$ cat config.mk
export PLATFORM = sky130hd
export DESIGN_NAME = filter_seq_ctrl
export DESIGN_NICKNAME = d
export VERILOG_FILES = /design/src/rtl/filter_seq_ctrl.sv
export SDC_FILE = /design/constraint.sdc
export NUM_CORES = 1
export LEC_CHECK = 0
export BUFFER_PORTS_ARGS = -buffer_cell sky130_fd_sc_hd__buf_2
export CORE_ASPECT_RATIO = 1.5
export CORE_MARGIN = 2
export CORE_UTILIZATION = 55
export DETAILED_ROUTE_END_ITERATION = 8
export GPL_TIMING_DRIVEN = 0
export PLACE_DENSITY_LB_ADDON = 0.05
export SYNTH_ARGS = -nofsm -noshare
export SYNTH_HDL_FRONTEND = slang
export SYNTH_SLANG_ARGS = --single-unit
$ cat constraint.sdc
create_clock -name clk -period 7.8 [get_ports clk]
set_clock_uncertainty 0.15 [all_clocks]
set_input_delay 1.17 -clock clk [delete_from_list [all_inputs] [get_ports clk]]
set_output_delay 1.17 -clock clk [all_outputs]
set_load 0.02 [all_outputs]
$ cat src/rtl/filter_seq_ctrl.sv
// Pixel-filter sweep sequencer: issues source reads, writes filtered pixels one cycle later.
// Optional FILTER_SEQ_CYCLES_EN adds a saturating cycle_count output.
module filter_seq_ctrl #(
    parameter int ADDR_BITS = 10,
    parameter int CNT_BITS  = ADDR_BITS + 1
) (
    input  logic                 clk,
    input  logic                 reset,
    input  logic                 start,
    input  logic [CNT_BITS-1:0]  num_pixels,
    input  logic                 pause,
    output logic [ADDR_BITS-1:0] src_addr,
    output logic [ADDR_BITS-1:0] dst_addr,
    output logic                 dst_we,
    output logic                 busy,
    output logic                 done,
    output logic [CNT_BITS-1:0]  pix_done
`ifdef FILTER_SEQ_CYCLES_EN
    ,
    output logic [15:0]          cycle_count
`endif
);

    typedef enum logic [1:0] {IDLE, RUN, DRAIN, DONE} state_t;

    localparam logic [CNT_BITS-1:0] MAX_PIX = CNT_BITS'(1) << ADDR_BITS;

    state_t                state_q, state_d;
    logic [ADDR_BITS-1:0]  src_addr_q, src_addr_d;
    logic [ADDR_BITS-1:0]  dst_addr_q, dst_addr_d;
    logic                  dst_we_q, dst_we_d;
    logic                  busy_q, busy_d;
    logic                  done_q, done_d;
    logic [CNT_BITS-1:0]   pix_done_q, pix_done_d;
    logic [CNT_BITS-1:0]   n_q, n_d;
    logic [CNT_BITS-1:0]   issued_q, issued_d;
    logic                  issue;
    logic                  start_acc;

    assign issue     = (state_q == RUN) && !pause;
    assign start_acc = (state_q == IDLE) && start;

    always_comb begin
        state_d    = state_q;
        src_addr_d = src_addr_q;
        dst_addr_d = issue ? src_addr_q : dst_addr_q;
        dst_we_d   = issue;
        busy_d     = busy_q;
        done_d     = 1'b0;
        pix_done_d = dst_we_q ? pix_done_q + CNT_BITS'(1) : pix_done_q;
        n_d        = n_q;
        issued_d   = issued_q;

        case (state_q)
            IDLE: begin
                if (start) begin
                    pix_done_d = '0;
                    if (num_pixels == '0) begin
                        state_d = DONE;
                        done_d  = 1'b1;
                    end else begin
                        n_d        = (num_pixels > MAX_PIX) ? MAX_PIX : num_pixels;
                        src_addr_d = '0;
                        issued_d   = '0;
                        busy_d     = 1'b1;
                        state_d    = RUN;
                    end
                end
            end
            RUN: begin
                // src_addr stops on the last issued address so a full sweep never wraps
                if (issue) begin
                    issued_d = issued_q + CNT_BITS'(1);
                    if (issued_q + CNT_BITS'(1) == n_q) begin
                        state_d = DRAIN;
                    end else begin
                        src_addr_d = src_addr_q + ADDR_BITS'(1);
                    end
                end
            end
            DRAIN: begin
                state_d = DONE;
                busy_d  = 1'b0;
                done_d  = 1'b1;
            end
            DONE: begin
                state_d = IDLE;
            end
            default: state_d = IDLE;
        endcase
    end

    always_ff @(posedge clk) begin
        if (reset) begin
            state_q    <= IDLE;
            src_addr_q <= '0;
            dst_addr_q <= '0;
            dst_we_q   <= 1'b0;
            busy_q     <= 1'b0;
            done_q     <= 1'b0;
            pix_done_q <= '0;
            n_q        <= '0;
            issued_q   <= '0;
        end else begin
            state_q    <= state_d;
            src_addr_q <= src_addr_d;
            dst_addr_q <= dst_addr_d;
            dst_we_q   <= dst_we_d;
            busy_q     <= busy_d;
            done_q     <= done_d;
            pix_done_q <= pix_done_d;
            n_q        <= n_d;
            issued_q   <= issued_d;
        end
    end

    assign src_addr = src_addr_q;
    assign dst_addr = dst_addr_q;
    assign dst_we   = dst_we_q;
    assign busy     = busy_q;
    assign done     = done_q;
    assign pix_done = pix_done_q;

`ifdef FILTER_SEQ_CYCLES_EN
    logic [15:0] cycle_count_q, cycle_count_d;

    // Counting through the done cycle makes the final value equal the start-to-done latency
    always_comb begin
        cycle_count_d = cycle_count_q;
        if (start_acc) begin
            cycle_count_d = '0;
        end else if ((busy_q || done_q) && cycle_count_q != 16'hFFFF) begin
            cycle_count_d = cycle_count_q + 16'd1;
        end
    end

    always_ff @(posedge clk) begin
        if (reset) begin
            cycle_count_q <= '0;
        end else begin
            cycle_count_q <= cycle_count_d;
        end
    end

    assign cycle_count = cycle_count_q;
`else
    logic unused_start_acc;
    assign unused_start_acc = start_acc;
`endif

endmodule

==> impl_metrics.tcl <==
set metrics [dict create \
    drcViolationCount 0 \
    postSynthAreaPerCell_sq_um 8.08 \
    sw_frac_of_total 0.337 \
    synth_fa_ha_area_frac 0.0254 \
    synth_nets 386 \
    drive_gt1_frac 0.173 \
    ios 49 \
    grtUsageMet1 0.283 \
    total_power_uw 799 \
    grt_util_met3 0.0540 \
    grt_first_pass_wirelength_mm 11.8 \
    finalWirelength_mm 6.86 \
    synth_top_cell_area_share 0.394 \
    ys_ff_latch 58 \
    cts_setup_buffers 0 \
    yosysWarnings 0 \
    synthMuxAreaShare 0.0254 \
    grtUsageTotal 0.250 \
    synth_top_family_by_area "simple AND/OR/NAND/NOR gates" \
    use_met2 0.444 \
    yosys.area.top_type "dfxtp_1" \
    tns_ns 0 \
    postCtsHoldBufs 0 \
    wire_per_inst_um 13.9 \
    max_slew_margin 0.555 \
    cts_sinks 58 \
    gr-max-usage-layer "met2" \
    antenna_found_initial 0 \
    cp_max_fo 10 \
    num_rows 32 \
    power_switching_uw 269 \
    arrival_ns 3.27 \
    finalHoldViolations 0 \
    synth.top_cells.by_area "dfxtp_1, a21oi_1, nor2_1" \
    die_w_um 63.8 \
    synth_cell_type_count 54 \
    rsz0062_at_grt "no" \
    required_ns 7.87 \
    die_y_um 93.7 \
    nets 444 \
    portBuffers 47 \
    synthXorXnorAreaFrac 0.0564 \
    critPathKind "input pin to flip-flop" \
    cp-start-kind "input pin" \
    routed-via-count 2801 \
    yosysSeqAreaShare 0.394 \
    p_leak_nw 1.37 \
    cts_tree "built" \
    cp-end-kind "flip-flop" \
    finalSetupViolCount 0 \
    clock-root-buffer "clkbuf_8" \
    outcome "finished clean" \
    grt_max_degree 11 \
    synthFlopType "dfxtp_1" \
    initialDrtViolationCount 172 \
    worst_slew_pin_slew_ns 0.668 \
    clock_path_buffers 2 \
    initial_core_util 0.571 \
    grt_pass1_vias 2628 \
    synth-edff-count 0 \
    clockPowerShare 0.342 \
    viasPerCell 5.66 \
    synth-compound-area-share 0.174 \
    cts_htree_levels 3 \
    fin_crit_ns 3.20 \
    cap_viol_max_count 0 \
    numCtsBuffers 9 \
    min_period_over_period 0.411 \
    clkTransAtPathRegs_ns 0.07 \
    syn_area_sq_mm 0.00295 \
    power.internal_uw 529 \
    gr-total-overflow 0 \
    firstDrtPassIters 5 \
    finalMaxSlewViolations 0 \
    hold_class "flip-flop to flip-flop" \
    antenna_cells_inserted 0 \
    power_frac_comb 0.257 \
    ir_drop_v 0.000138 \
    insertion_delay_ns 0.34 \
    seqPwrFrac 0.401 \
    drtAntennaViolNets 0 \
    synth_simple_gate_area_share 0.287 \
    power_density_mw_per_mm2 231 \
    max_freq_ghz 0.312 \
    dieArea_sq_mm 0.00598 \
    globalplace.congestion 0.837 \
    netlist_instances 365 \
    syn_to_final_growth_pct 17.4 \
    ys_async_sr_fraction 0 \
    place_hpwl_mm 5.07 \
    coreArea_sq_mm 0.00516 \
    cts.repair.resized 0 \
]
[worst paths after layout]
kind | to | slack, ns | cells after the start | from
setup / recovery | src_addr[9] | 4.60 | 10 | num_pixels[8]
hold / removal | dst_addr[8] | 0.30 | 2 | dst_addr[8]
setup reg to reg | state_q[1] | 4.97 | 8 | issued_q[0]
hold reg to reg | dst_addr[8] | 0.30 | 2 | dst_addr[8]
[cell usage in the layout (no fill, tap or decap), types with 3 or more instances in the layout]
cell type,instances
and3_1,8
buf_2,49
ha_1,6
or4_1,4
a21oi_1,40
o211ai_1,4
nand2_1,43
nand2b_1,7
a21o_1,3
nor2_1,45
nor3b_1,10
inv_1,9
nand4_1,5
dfxtp_1,58
buf_1,6
clkbuf_1,10
xnor2_1,10
clkbuf_8,10
xor2_1,9
or3_1,9
mux2i_1,6
o21ai_0,18
nor2b_1,6
nand3_1,9
[logic make-up (layout without fill, tap and decap cells)]
family          count (synthesis)  after routing
flops                          58             58
buf+inv                        28             90
xor+xnor                       19             19
fa+ha+maj                       6              6
compound gates                 85             85
mux                             7              7
simple gates                  162            162
[routing by layer]
metal	share of wire	up-vias
li1	-	1400
met5	0	-
met3	0.036	13
met1	0.42	1325
met2	0.53	63
met4	0.015	0
[stage by stage]
step           std cells  cell area (sq um)  setup slack, ns   util  hold WS, ns
6_report             495               3460             4.60  0.671        0.303
5_1_grt              495               3460             4.37  0.671        0.328
4_1_cts              495               3460             4.60  0.671        0.303
3_5_place_dp         480               3270             4.27  0.633        0.294
3_3_place_gp         480               3270             4.31  0.633        0.291
2_1_floorplan        365               2950             4.86      -        0.320
[cell usage after synthesis (2+ instances only)]
| master | count |
|---|---|
| o311ai_0 | 2 |
| mux2i_1 | 6 |
| inv_1 | 9 |
| a31oi_1 | 2 |
| nor2_1 | 45 |
| nand2_1 | 43 |
| or4_1 | 4 |
| nor3b_1 | 10 |
| nand3b_1 | 2 |
| a32oi_1 | 2 |
| or3_1 | 9 |
| nor4_1 | 2 |
| a21o_1 | 3 |
| buf_2 | 2 |
| o22ai_1 | 2 |
| or2_2 | 2 |
| dfxtp_1 | 58 |
| nor2b_1 | 6 |
| buf_1 | 6 |
| o211ai_1 | 4 |
| a21oi_1 | 40 |
| nand2b_1 | 7 |
| clkbuf_1 | 10 |
| o21ai_0 | 18 |
| xor2_1 | 9 |
| ha_1 | 6 |
| and3_1 | 8 |
| xnor2_1 | 10 |
| nand4_1 | 5 |
| nand3_1 | 9 |
[critical path: stages]
cell and delay [ns]:
buf_2 0.10, nor4_1 0.27, and4b_1 0.24, clkbuf_1 0.25, o21ai_0 0.16, nand2_1 0.23
clkbuf_1 0.40, nor2_1 0.15, a32oi_1 0.22, nand2_1 0.07
[area by class of cell]
type                       instances  area (sq um)
multi-input combinational        279          1680
buffer                            19          77.6
fill                             458          1700
tap                               68          85.1
clock inverter                     5          55.1
clock buffer                      10           138
timing repair buffer              47           235
inverter                           9          33.8
sequential                        58          1160
[power by group through the flow]
| stage | Sequential [mW] | Combinational (mW) | Clock (mW) |
|---|---|---|---|
| 6_report | 0.321 | 0.205 | 0.273 |
| 3_5_place_dp | 0.327 | 0.202 | 0 |
| 2_1_floorplan | 0.329 | 0.146 | 0 |
| 4_1_cts | 0.321 | 0.203 | 0.276 |
| 3_3_place_gp | 0.327 | 0.200 | 0 |
| 5_1_grt | 0.322 | 0.228 | 0.289 |
[state kept, by name, indices dropped and copies added, names as in the netlist]
register  flops
done          1
state_q       2
issued_q     11
busy          1
dst_addr     10
src_addr     10
dst_we        1
pix_done     11
n_q          11
(Power assumes the default switching activity.)
